<file path="config.mk">
export PLATFORM = sky130hd
export DESIGN_NAME = multicycle_controller
export DESIGN_NICKNAME = d
export VERILOG_FILES = /design/src/rtl/multicycle_controller.sv
export SDC_FILE = /design/constraint.sdc
export NUM_CORES = 1
export LEC_CHECK = 0
export CAP_MARGIN = 20
export CORE_MARGIN = 1.5
export CORE_UTILIZATION = 37
export CTS_CLUSTER_DIAMETER = 200
export DETAILED_ROUTE_END_ITERATION = 10
export HOLD_SLACK_MARGIN = 0.06
export PLACE_DENSITY_LB_ADDON = 0.12
export SKIP_LAST_GASP = 1
export SLEW_MARGIN = 20
export SYNTH_ARGS = -nofsm -noshare
export SYNTH_HDL_FRONTEND = slang
export SYNTH_SLANG_ARGS = --single-unit
</file>
<file path="constraint.sdc">
create_clock -name clk -period 1.9 [get_ports clk]
set_input_delay 0.475 -clock clk [delete_from_list [all_inputs] [get_ports clk]]
set_output_delay 0.475 -clock clk [all_outputs]
set_load 0.005 [all_outputs]
</file>
<file path="src/rtl/multicycle_controller.sv">
// Multicycle RV32I control FSM: fetch/decode/execute/memory/writeback
// sequencing, ALU decode, immediate select and all datapath enables.
// Optional feature macro: CTRL_ILLEGAL_TRAP_EN (unsupported opcodes trap
// and raise a sticky illegal_op flag instead of silently refetching).
module multicycle_controller #(
  parameter int RESET_STATE_W = 4
) (
  input  logic                     clk,
  input  logic                     reset,
  input  logic [6:0]               op,
  input  logic [2:0]               funct3,
  input  logic                     funct7b5,
  input  logic                     zero,
  output logic                     pc_write,
  output logic                     adr_src,
  output logic                     mem_write,
  output logic                     ir_write,
  output logic [1:0]               result_src,
  output logic [1:0]               alu_src_a,
  output logic [1:0]               alu_src_b,
  output logic [1:0]               imm_src,
  output logic [2:0]               alu_control,
  output logic                     reg_write,
  output logic                     illegal_op,
  output logic [RESET_STATE_W-1:0] state_o
);

  localparam logic [RESET_STATE_W-1:0] S_FETCH    = RESET_STATE_W'(0);
  localparam logic [RESET_STATE_W-1:0] S_DECODE   = RESET_STATE_W'(1);
  localparam logic [RESET_STATE_W-1:0] S_MEMADR   = RESET_STATE_W'(2);
  localparam logic [RESET_STATE_W-1:0] S_MEMREAD  = RESET_STATE_W'(3);
  localparam logic [RESET_STATE_W-1:0] S_MEMWB    = RESET_STATE_W'(4);
  localparam logic [RESET_STATE_W-1:0] S_MEMWRITE = RESET_STATE_W'(5);
  localparam logic [RESET_STATE_W-1:0] S_EXECR    = RESET_STATE_W'(6);
  localparam logic [RESET_STATE_W-1:0] S_EXECI    = RESET_STATE_W'(7);
  localparam logic [RESET_STATE_W-1:0] S_ALUWB    = RESET_STATE_W'(8);
  localparam logic [RESET_STATE_W-1:0] S_BEQ      = RESET_STATE_W'(9);
  localparam logic [RESET_STATE_W-1:0] S_JAL      = RESET_STATE_W'(10);
  localparam logic [RESET_STATE_W-1:0] S_TRAP     = RESET_STATE_W'(11);

  localparam logic [6:0] OP_LW  = 7'b0000011;
  localparam logic [6:0] OP_SW  = 7'b0100011;
  localparam logic [6:0] OP_R   = 7'b0110011;
  localparam logic [6:0] OP_I   = 7'b0010011;
  localparam logic [6:0] OP_BEQ = 7'b1100011;
  localparam logic [6:0] OP_JAL = 7'b1101111;

  logic [RESET_STATE_W-1:0] state_r;
  logic [RESET_STATE_W-1:0] next_state_s;
  logic [2:0]               alu_dec_s;
  logic                     pc_update_s;
  logic                     branch_s;
  logic                     ir_write_s;
  logic                     mem_write_s;
  logic                     reg_write_s;

  // State register; reset overrides any in-flight instruction.
  always_ff @(posedge clk) begin
    if (reset) begin
      state_r <= S_FETCH;
    end else begin
      state_r <= next_state_s;
    end
  end

  // Next-state logic.
  always_comb begin
    next_state_s = S_FETCH;
    case (state_r)
      S_FETCH:    next_state_s = S_DECODE;
      S_DECODE: begin
        case (op)
          OP_LW, OP_SW: next_state_s = S_MEMADR;
          OP_R:         next_state_s = S_EXECR;
          OP_I:         next_state_s = S_EXECI;
          OP_BEQ:       next_state_s = S_BEQ;
          OP_JAL:       next_state_s = S_JAL;
`ifdef CTRL_ILLEGAL_TRAP_EN
          default:      next_state_s = S_TRAP;
`else
          default:      next_state_s = S_FETCH;
`endif
        endcase
      end
      S_MEMADR: begin
        if (op == OP_LW) begin
          next_state_s = S_MEMREAD;
        end else begin
          next_state_s = S_MEMWRITE;
        end
      end
      S_MEMREAD:  next_state_s = S_MEMWB;
      S_MEMWB:    next_state_s = S_FETCH;
      S_MEMWRITE: next_state_s = S_FETCH;
      S_EXECR:    next_state_s = S_ALUWB;
      S_EXECI:    next_state_s = S_ALUWB;
      S_ALUWB:    next_state_s = S_FETCH;
      S_BEQ:      next_state_s = S_FETCH;
      S_JAL:      next_state_s = S_ALUWB;
`ifdef CTRL_ILLEGAL_TRAP_EN
      S_TRAP:     next_state_s = S_TRAP;
`else
      S_TRAP:     next_state_s = S_FETCH;
`endif
      default:    next_state_s = S_FETCH;
    endcase
  end

`ifdef CTRL_ILLEGAL_TRAP_EN
  logic illegal_r;

  // Sticky flag set on the decode-to-trap transition, cleared only by reset.
  always_ff @(posedge clk) begin
    if (reset) begin
      illegal_r <= 1'b0;
    end else if ((state_r == S_DECODE) && (next_state_s == S_TRAP)) begin
      illegal_r <= 1'b1;
    end else begin
      illegal_r <= illegal_r;
    end
  end

  assign illegal_op = illegal_r;
`else
  assign illegal_op = 1'b0;
`endif

  // ALU operation from funct fields; sub only for R-type with funct7b5.
  always_comb begin
    alu_dec_s = 3'b000;
    case (funct3)
      3'b000: begin
        if (op[5] && funct7b5) begin
          alu_dec_s = 3'b001;
        end else begin
          alu_dec_s = 3'b000;
        end
      end
      3'b010:  alu_dec_s = 3'b101;
      3'b110:  alu_dec_s = 3'b011;
      3'b111:  alu_dec_s = 3'b010;
      default: alu_dec_s = 3'b000;
    endcase
  end

  // Moore output decode from the registered state; unlisted outputs stay 0.
  always_comb begin
    pc_update_s = 1'b0;
    branch_s    = 1'b0;
    adr_src     = 1'b0;
    mem_write_s = 1'b0;
    ir_write_s  = 1'b0;
    reg_write_s = 1'b0;
    result_src  = 2'b00;
    alu_src_a   = 2'b00;
    alu_src_b   = 2'b00;
    imm_src     = 2'b00;
    alu_control = 3'b000;
    case (state_r)
      S_FETCH: begin
        ir_write_s  = 1'b1;
        alu_src_b   = 2'b10;
        result_src  = 2'b10;
        pc_update_s = 1'b1;
      end
      S_DECODE: begin
        alu_src_a = 2'b01;
        alu_src_b = 2'b01;
        imm_src   = 2'b10;
      end
      S_MEMADR: begin
        alu_src_a = 2'b10;
        alu_src_b = 2'b01;
        if (op == OP_LW) begin
          imm_src = 2'b00;
        end else begin
          imm_src = 2'b01;
        end
      end
      S_MEMREAD: begin
        adr_src = 1'b1;
      end
      S_MEMWB: begin
        result_src  = 2'b01;
        reg_write_s = 1'b1;
      end
      S_MEMWRITE: begin
        adr_src     = 1'b1;
        mem_write_s = 1'b1;
      end
      S_EXECR: begin
        alu_src_a   = 2'b10;
        alu_control = alu_dec_s;
      end
      S_EXECI: begin
        alu_src_a   = 2'b10;
        alu_src_b   = 2'b01;
        alu_control = alu_dec_s;
      end
      S_ALUWB: begin
        reg_write_s = 1'b1;
      end
      S_BEQ: begin
        alu_src_a   = 2'b10;
        alu_control = 3'b001;
        branch_s    = 1'b1;
      end
      S_JAL: begin
        alu_src_a   = 2'b01;
        alu_src_b   = 2'b10;
        pc_update_s = 1'b1;
        imm_src     = 2'b11;
      end
      default: begin
        pc_update_s = 1'b0;
      end
    endcase
  end

  // Architectural enables are suppressed while reset is asserted.
  assign pc_write  = (pc_update_s | (branch_s & zero)) & ~reset;
  assign ir_write  = ir_write_s  & ~reset;
  assign mem_write = mem_write_s & ~reset;
  assign reg_write = reg_write_s & ~reset;
  assign state_o   = state_r;

endmodule
</file>
[Word level (Yosys, flattened, before mapping)]
Cells that the tools add are included.
Operators by class
  multiply operators: 0
  reductions and logical operators: 12
  eq/ne operators: 19
  order comparisons: 0
  shift-type cells: 0
  muxes and demuxes: 17
  $add $sub $neg: 0
  bitwise operators: 7
  div/mod/pow operators: 0
Operators by type and width (count)
  4-bit one-hot mux with 5 select lines: 2
  4-bit by 3-bit == test with 1-bit output, second input constant: 4
  7-bit by 6-bit == test with 1-bit output, second input constant: 2
  7-bit == test, second input constant: 2
  4-bit == test, second input constant: 3
  2-bit one-hot mux with 2 select lines: 3
  3-bit one-hot mux with 4 select lines: 1
  2-bit OR reduction: 6
  4-bit by 2-bit == test with 1-bit output, second input constant: 2
  1-bit two-way mux: 8
  7-bit by 2-bit == test with 1-bit output, second input constant: 1
  7-bit by 5-bit == test with 1-bit output, second input constant: 1
  3-bit == test, second input constant: 2
  2-bit one-hot mux with 3 select lines: 1
  3-bit one-hot mux with 2 select lines: 1
  3-bit OR reduction: 2
  1-bit bitwise AND: 5
  4-bit by 1-bit == test with 1-bit output, second input constant: 1
  4-bit zero test: 1
  4-bit OR reduction: 1
  3-bit by 2-bit == test with 1-bit output, second input constant: 1
  3-bit zero test: 1
  3-bit two-way mux: 1
  1-bit logical AND: 1
  other kinds (2): 2
Word-level totals
  memories kept: 0
  latch bits: 0
  output and inout bits: 21
  word-level logic and storage cells: 56
  register bits: 4
  ROM bits: 0
  input port bits: 14
  memory bits (writable): 0

[Depth between registers and ports, before layout]
Gate-level depths: netlist of the first run.
  depth after elaboration: 5
  gate-level depth with buffers: 4
  mapped depth without buffers: 3

[Worst setup path before layout of the first run]
No wires, ideal clock.
  kind: in2out
  start point: in op[3]
  end point: out imm_src[0]
  arrival: 1.076 ns
  path buffers: 0
  required time: 1.425 ns
  setup slack: 0.349 ns
  stages on the path: 3
  path through: and4bb_2 -> nand3b_1 -> and3b_1
Between the ends
  cells in the longest elaborated chain, start to end: 3
RTL lines
  from (decl): RTL line 10  | input logic [6:0] op,
  7-bit by 2-bit == test with 1-bit output: RTL line 174  | if (op == OP_LW) begin
  1-bit two-way mux: RTL line 174
  2-bit one-hot mux with 3 select lines: RTL line 159  | case (state_r)
  to (decl): RTL line 21  | output logic [1:0] imm_src,
No other way between the ends.

[Worst setup path after layout of the first run]
  start point: in op[4]
  end point: out imm_src[0]
Same word-level chain as after synthesis.

==> results of run 1 <==
==> tightest hold or removal path, stage by stage (launching register included) <==
cell and delay, ps:
dfxtp_2 340, buf_6 130, a21oi_1 70
==> layer usage <==
| metal | share of wire | up-vias | global-route usage |
|---|---|---|---|
| met2 | 0.55 | 24 | 0.488 |
| met1 | 0.42 | 387 | 0.309 |
| met3 | 0.026 | 2 | 0.0278 |
| li1 | - | 390 | - |
| met5 | 0 | - | 0 |
| met4 | 0.0037 | 0 | 0.108 |
==> kinds of logic (layout without fill, tap and decap cells) <==
logic type | count (synthesis) | count (layout) | share of synthesized area
xor gates and xnor gates | 4 | 4 | 0.0678
buffers and inverters | 9 | 70 | 0.0871
DFF | 4 | 4 | 0.155
other | 1 | 1 | 0.00726
and+or+nand+nor | 38 | 38 | 0.455
AOI/OAI and AO/OA | 15 | 15 | 0.208
muxes | 1 | 1 | 0.0194
==> Yosys cell counts (2+ instances only) <==
master,number
buf_2,3
nor3_1,6
nor4_1,2
o21ai_0,3
a31oi_1,3
xnor2_1,3
nor2b_1,4
nor2_1,5
buf_4,2
dfxtp_1,4
a21oi_1,4
nor3b_1,2
and3_1,2
inv_1,4
nand2_1,5
and3b_1,2
==> worst max-delay path by stage <==
stage | start | end | slack, ps | depth (start not counted)
global placement | op[3] | imm_src[0] | -510 | 5
global route | op[4] | imm_src[0] | -110 | 5
detailed placement | op[3] | imm_src[0] | -500 | 5
finish | op[4] | imm_src[0] | -90 | 5
CTS | op[2] | imm_src[0] | -220 | 5
floorplan | op[3] | imm_src[0] | 350 | 3
==> timing repair <==
item / in CTS / in global routing
setup endpoints to repair: 16 / 10
hold buffers: 0 / 0
resized for setup: 42 / 22
setup buffers: 1 / 1
pin swaps: 6 / 5
hold endpoints to repair: 0 / 0
==> report_power, final <==
group,internal (uW),switching [uW],total [uW]
clock network,70.8,36.5,107
registers,85.4,1.99,87.4
logic,85.6,58.1,144
==> through the flow <==
step	setup TNS, ps	area (um2)	setup WS [ps]	power (uW)
finish	-92.1	1120	-92.1	338
global route	-227	1120	-110	356
CTS	-222	1070	-222	335
detailed placement	-3130	1050	-502	231
global placement	-2960	1050	-508	228
floorplan	0	517	349	134
==> layout make-up <==
class                      count  area share
timing repair buffer          63       0.474
multi-input combinational     59       0.398
sequential                     4      0.0782
clock buffer                   3      0.0201
tap                           15      0.0168
inverter                       4      0.0134
==> metrics.cfg, run 1 <==
[worst_setup_path]
r2r_slack_ps = 630
path_cells = clkdlybuf4s50_1 -> nor3_2 -> nand3b_1 -> and3b_1 -> clkbuf_2
slowest_delay_ps = 430
slowest_stage = clkdlybuf4s50_1
rr_endpoint = state_o[2]
critPathMaxFanout = 2
cp-end-kind = output pin
crit_type = in2out
critPathBufInv = 2
startpoint_type = input pin
cp.required_ps = 1420
timing.rr.start = state_o[3]
critPathTopFamily = buffers and inverters
critPathArrivalTime_ps = 1520
ff2ff_path_depth = 3

[finish]
seq_area_um2 = 87.6
syn_to_final_growth_pct = 117
final_cell_mix = buf_4 (28), dlygate4sd2_1 (12), clkdlybuf4s50_1 (8)
fin_util = 0.861
fill_cells = 75
insertedDiodeCount = 0
nNetsFinal = 149
multiInputGateArea_um2 = 445
final_common_cell = buf_4
layout-drive-gt1-share = 0.459
stdcell_count = 148
largest_reg_flops = 4

[synth]
synth_top_area_cell = dfxtp_1
synthTopCellsByArea = dfxtp_1 (15%), nor3_1 (5.8%), xnor2_1 (5.1%)
yosysWarnings = 0
synth_seq_area_share = 0.155
syn-num-nets = 86
netlist_area_um2 = 517
synth_top_flop_cell = dfxtp_1
synth-edff-count = 0
syn_inst = 72
syn_area_per_cell_um2 = 7.18
async_reset_ff_frac = 0
yosysTopAreaCellShare = 0.155
ys_ff_latch = 4
synth_cell_types = 34

[status]
status = finished with violations
failed_checks = setup timing

[grt]
grt_pass1_vias = 669
grt_pass1_wl_um = 2880
antenna_found_initial = 0
grt_usage = 0.267
overflow = 0
grt_max_degree = 9

[timing]
fin_crit_sh = 1.05
hold_viol = 0
max_freq_mhz = 502
worst_slack_ps = -92.1
drv_slew = 0
fin_skew_ps = 2.03
rsz0062_at_grt = true
finalSetupViolCount = 1
whs_ps = 582
period_minus_slack_ps = 1990

[place]
dp_hpwl_um = 1480
place_congestion = 0.821
dp_cells = 143
io_buffers = 33

[cts]
max-clock-path-buffers = 2
cts_buffers = 3
htree_levels = 1
root_buffer = clkbuf_4
clock-sinks = 4
cts_tree = done
clk_pin_slew_ps = 40
clkLatencyLatePin_ps = 230

[floorplan]
core_mm2 = 0.00130
ios = 35
die_h_um = 40.4
die-area_mm2 = 0.00163
fp.dieW_um = 40.4
fp-row-count = 13
start_util = 0.397

[route]
vias_per_cell = 5.43
drt.antenna.violating_nets = 0
initialDrtViolationCount = 15
vias = 803
routed_wl_um = 2190
drc_errors = 0
drt-pass1-iter-count = 4
wl_per_cell_um = 14.8

[power]
powerDensity_mw_per_mm2 = 302
power.leakage_uw = 0.000563
peakVddDrop_uv = 335

[worst_hold_path]
min-delay-start = state_o[0]
hold_end = state_o[0]
hold_path.class = reg2reg
min_path_cells = 2

[run]
maxCapViolCount = 0

No activity file was read; power rests on OpenSTA's default activity.
==> run 2, diff against run 1 <==
Settings changed: CTS_CLUSTER_DIAMETER 200 to 50, SKIP_CTS_REPAIR_TIMING set to 1.
==> run 2 against run 1 <==
Effect of this change:
- the run still ends with setup timing left
- via count is 2.7% lower
- total power is 0.40% higher
- count of clock-buffer cells in the layout stayed put
- worst hold slack better by 3.4 ps
- non-clock buffer count is 1 lower
- die area stayed put
- clock skew hardly changed
- flip-flop and latch count stayed put
- setup slack worse by 140 ps
- maximum frequency is 6.4% lower
- sequential power is 1% higher
- critical path depth is 2 lower
- critical path type is now reg2out
- highest routed layer unchanged
==> metrics.cfg, run 2 (synthesis results as in run 1) <==
[worst_setup_path]
crit_type = reg2out
cp.required_ps = 1420
cp-end-kind = output pin
timing.rr.start = state_o[3]
startpoint_type = flip-flop
critPathArrivalTime_ps = 1650
critPathMaxFanout = 5
startpoint = state_o[1]

[timing]
rsz0062_at_grt = true
fin_crit_sh = 1.12
period_minus_slack_ps = 2130
fin_skew_ps = 2.04
worst_slack_ps = -228
finalSetupViolCount = 4
hold_viol = 0
max_freq_mhz = 470
drv_slew = 0

[route]
initialDrtViolationCount = 19
vias = 781
wl_per_cell_um = 14.4
routed_wl_um = 2120
drt-pass1-iter-count = 4
drc_errors = 0
drt.antenna.violating_nets = 0
vias_per_cell = 5.31

[power]
peakVddDrop_uv = 310
fin_total_pwr_uw = 340
powerDensity_mw_per_mm2 = 300
power.leakage_uw = 0.000700

[finish]
final_common_cell = buf_4
layout-drive-gt1-share = 0.364
fin_util = 0.871
stdcell_count = 147
insertedDiodeCount = 0
syn_to_final_growth_pct = 119
final_cell_mix = buf_4 (29), dlymetal6s2s_1 (20), clkdlybuf4s50_1 (10)
nNetsFinal = 148
largest_reg_flops = 4

[worst_hold_path]
min-delay-start = reset
hold_path.class = in2reg

[status]
status = finished with violations
failed_checks = setup timing

[floorplan]
die_h_um = 40.4
fp-row-count = 13
ios = 35
start_util = 0.397
fp.dieW_um = 40.4
core_mm2 = 0.00130
die-area_mm2 = 0.00163

[grt]
overflow = 0
grt_usage = 0.252
grt_pass1_vias = 626
antenna_found_initial = 0
grt_max_degree = 9
grt_pass1_wl_um = 2700

[cts]
cts_tree = done
cts_buffers = 3
clock-sinks = 4
root_buffer = clkbuf_4
max-clock-path-buffers = 2
htree_levels = 1
clk_pin_slew_ps = 40
clkLatencyLatePin_ps = 240

[run]
maxCapViolCount = 0

[place]
place_congestion = 0.821
io_buffers = 33
dp_hpwl_um = 1480
dp_cells = 143

[run 2: changes by cell type in the layout (fill, tap and decap cells not counted), sizes merged]
cell and change:
dlymetal6s2s +15, clkdlybuf4s50 +2, clkbuf -2, clkdlybuf4s15 -2
dlygate4sd2 -12, buf -2
[run 2: cell type report]
| type | instances | area [um2] |
|---|---|---|
| clock buffers | 3 | 22.5 |
| fillers | 75 | 168 |
| multi-input cells | 59 | 410 |
| repair buffers | 62 | 583 |
| inverters | 4 | 15.0 |
| flip-flops and latches | 4 | 83.8 |
| well taps | 15 | 18.8 |
[run 2: report_power, final]
part	switching, uW	internal, uW	leakage (uW)
sequential	1.76	86.7	0.0000338
clock	36.9	70.8	0.0000138
combinational	55.7	87.8	0.000652
total	94.3	245	0.000700
[run 2: metal layers]
layer | vias to the layer above | global-route usage | routed length (um)
met5 | - | 0 | 0
met4 | 0 | 0.100 | 14
met3 | 2 | 0.0222 | 98
met2 | 27 | 0.464 | 1170
met1 | 370 | 0.290 | 836
li1 | 382 | - | -
[run 2: metrics by stage]
step | area (um2) | worst slack, ps | hold WS, ps | TNS, ps
6_report | 1130 | -228 | 586 | -638
5_1_grt | 1130 | -285 | 587 | -960
3_5_place_dp | 1050 | -502 | 618 | -3130
4_1_cts | 1070 | -510 | 617 | -4960
3_3_place_gp | 1050 | -508 | 602 | -2960
2_1_floorplan | 517 | 349 | 544 | 0
[run 2: path summary, 6_finish.rpt]
kind	end	slack [ps]	cells past startpoint
setup / recovery	imm_src[1]	-230	3
hold reg to reg	state_o[0]	600	2
setup reg to reg	state_o[2]	640	3
hold / removal	state_o[3]	590	3
[run 2: worst max-delay path, cell delays in order (launching register included)]
cell,delay [ps]
dfxtp_1,340
or3_1,410
a21oi_1,160
clkdlybuf4s50_1,510
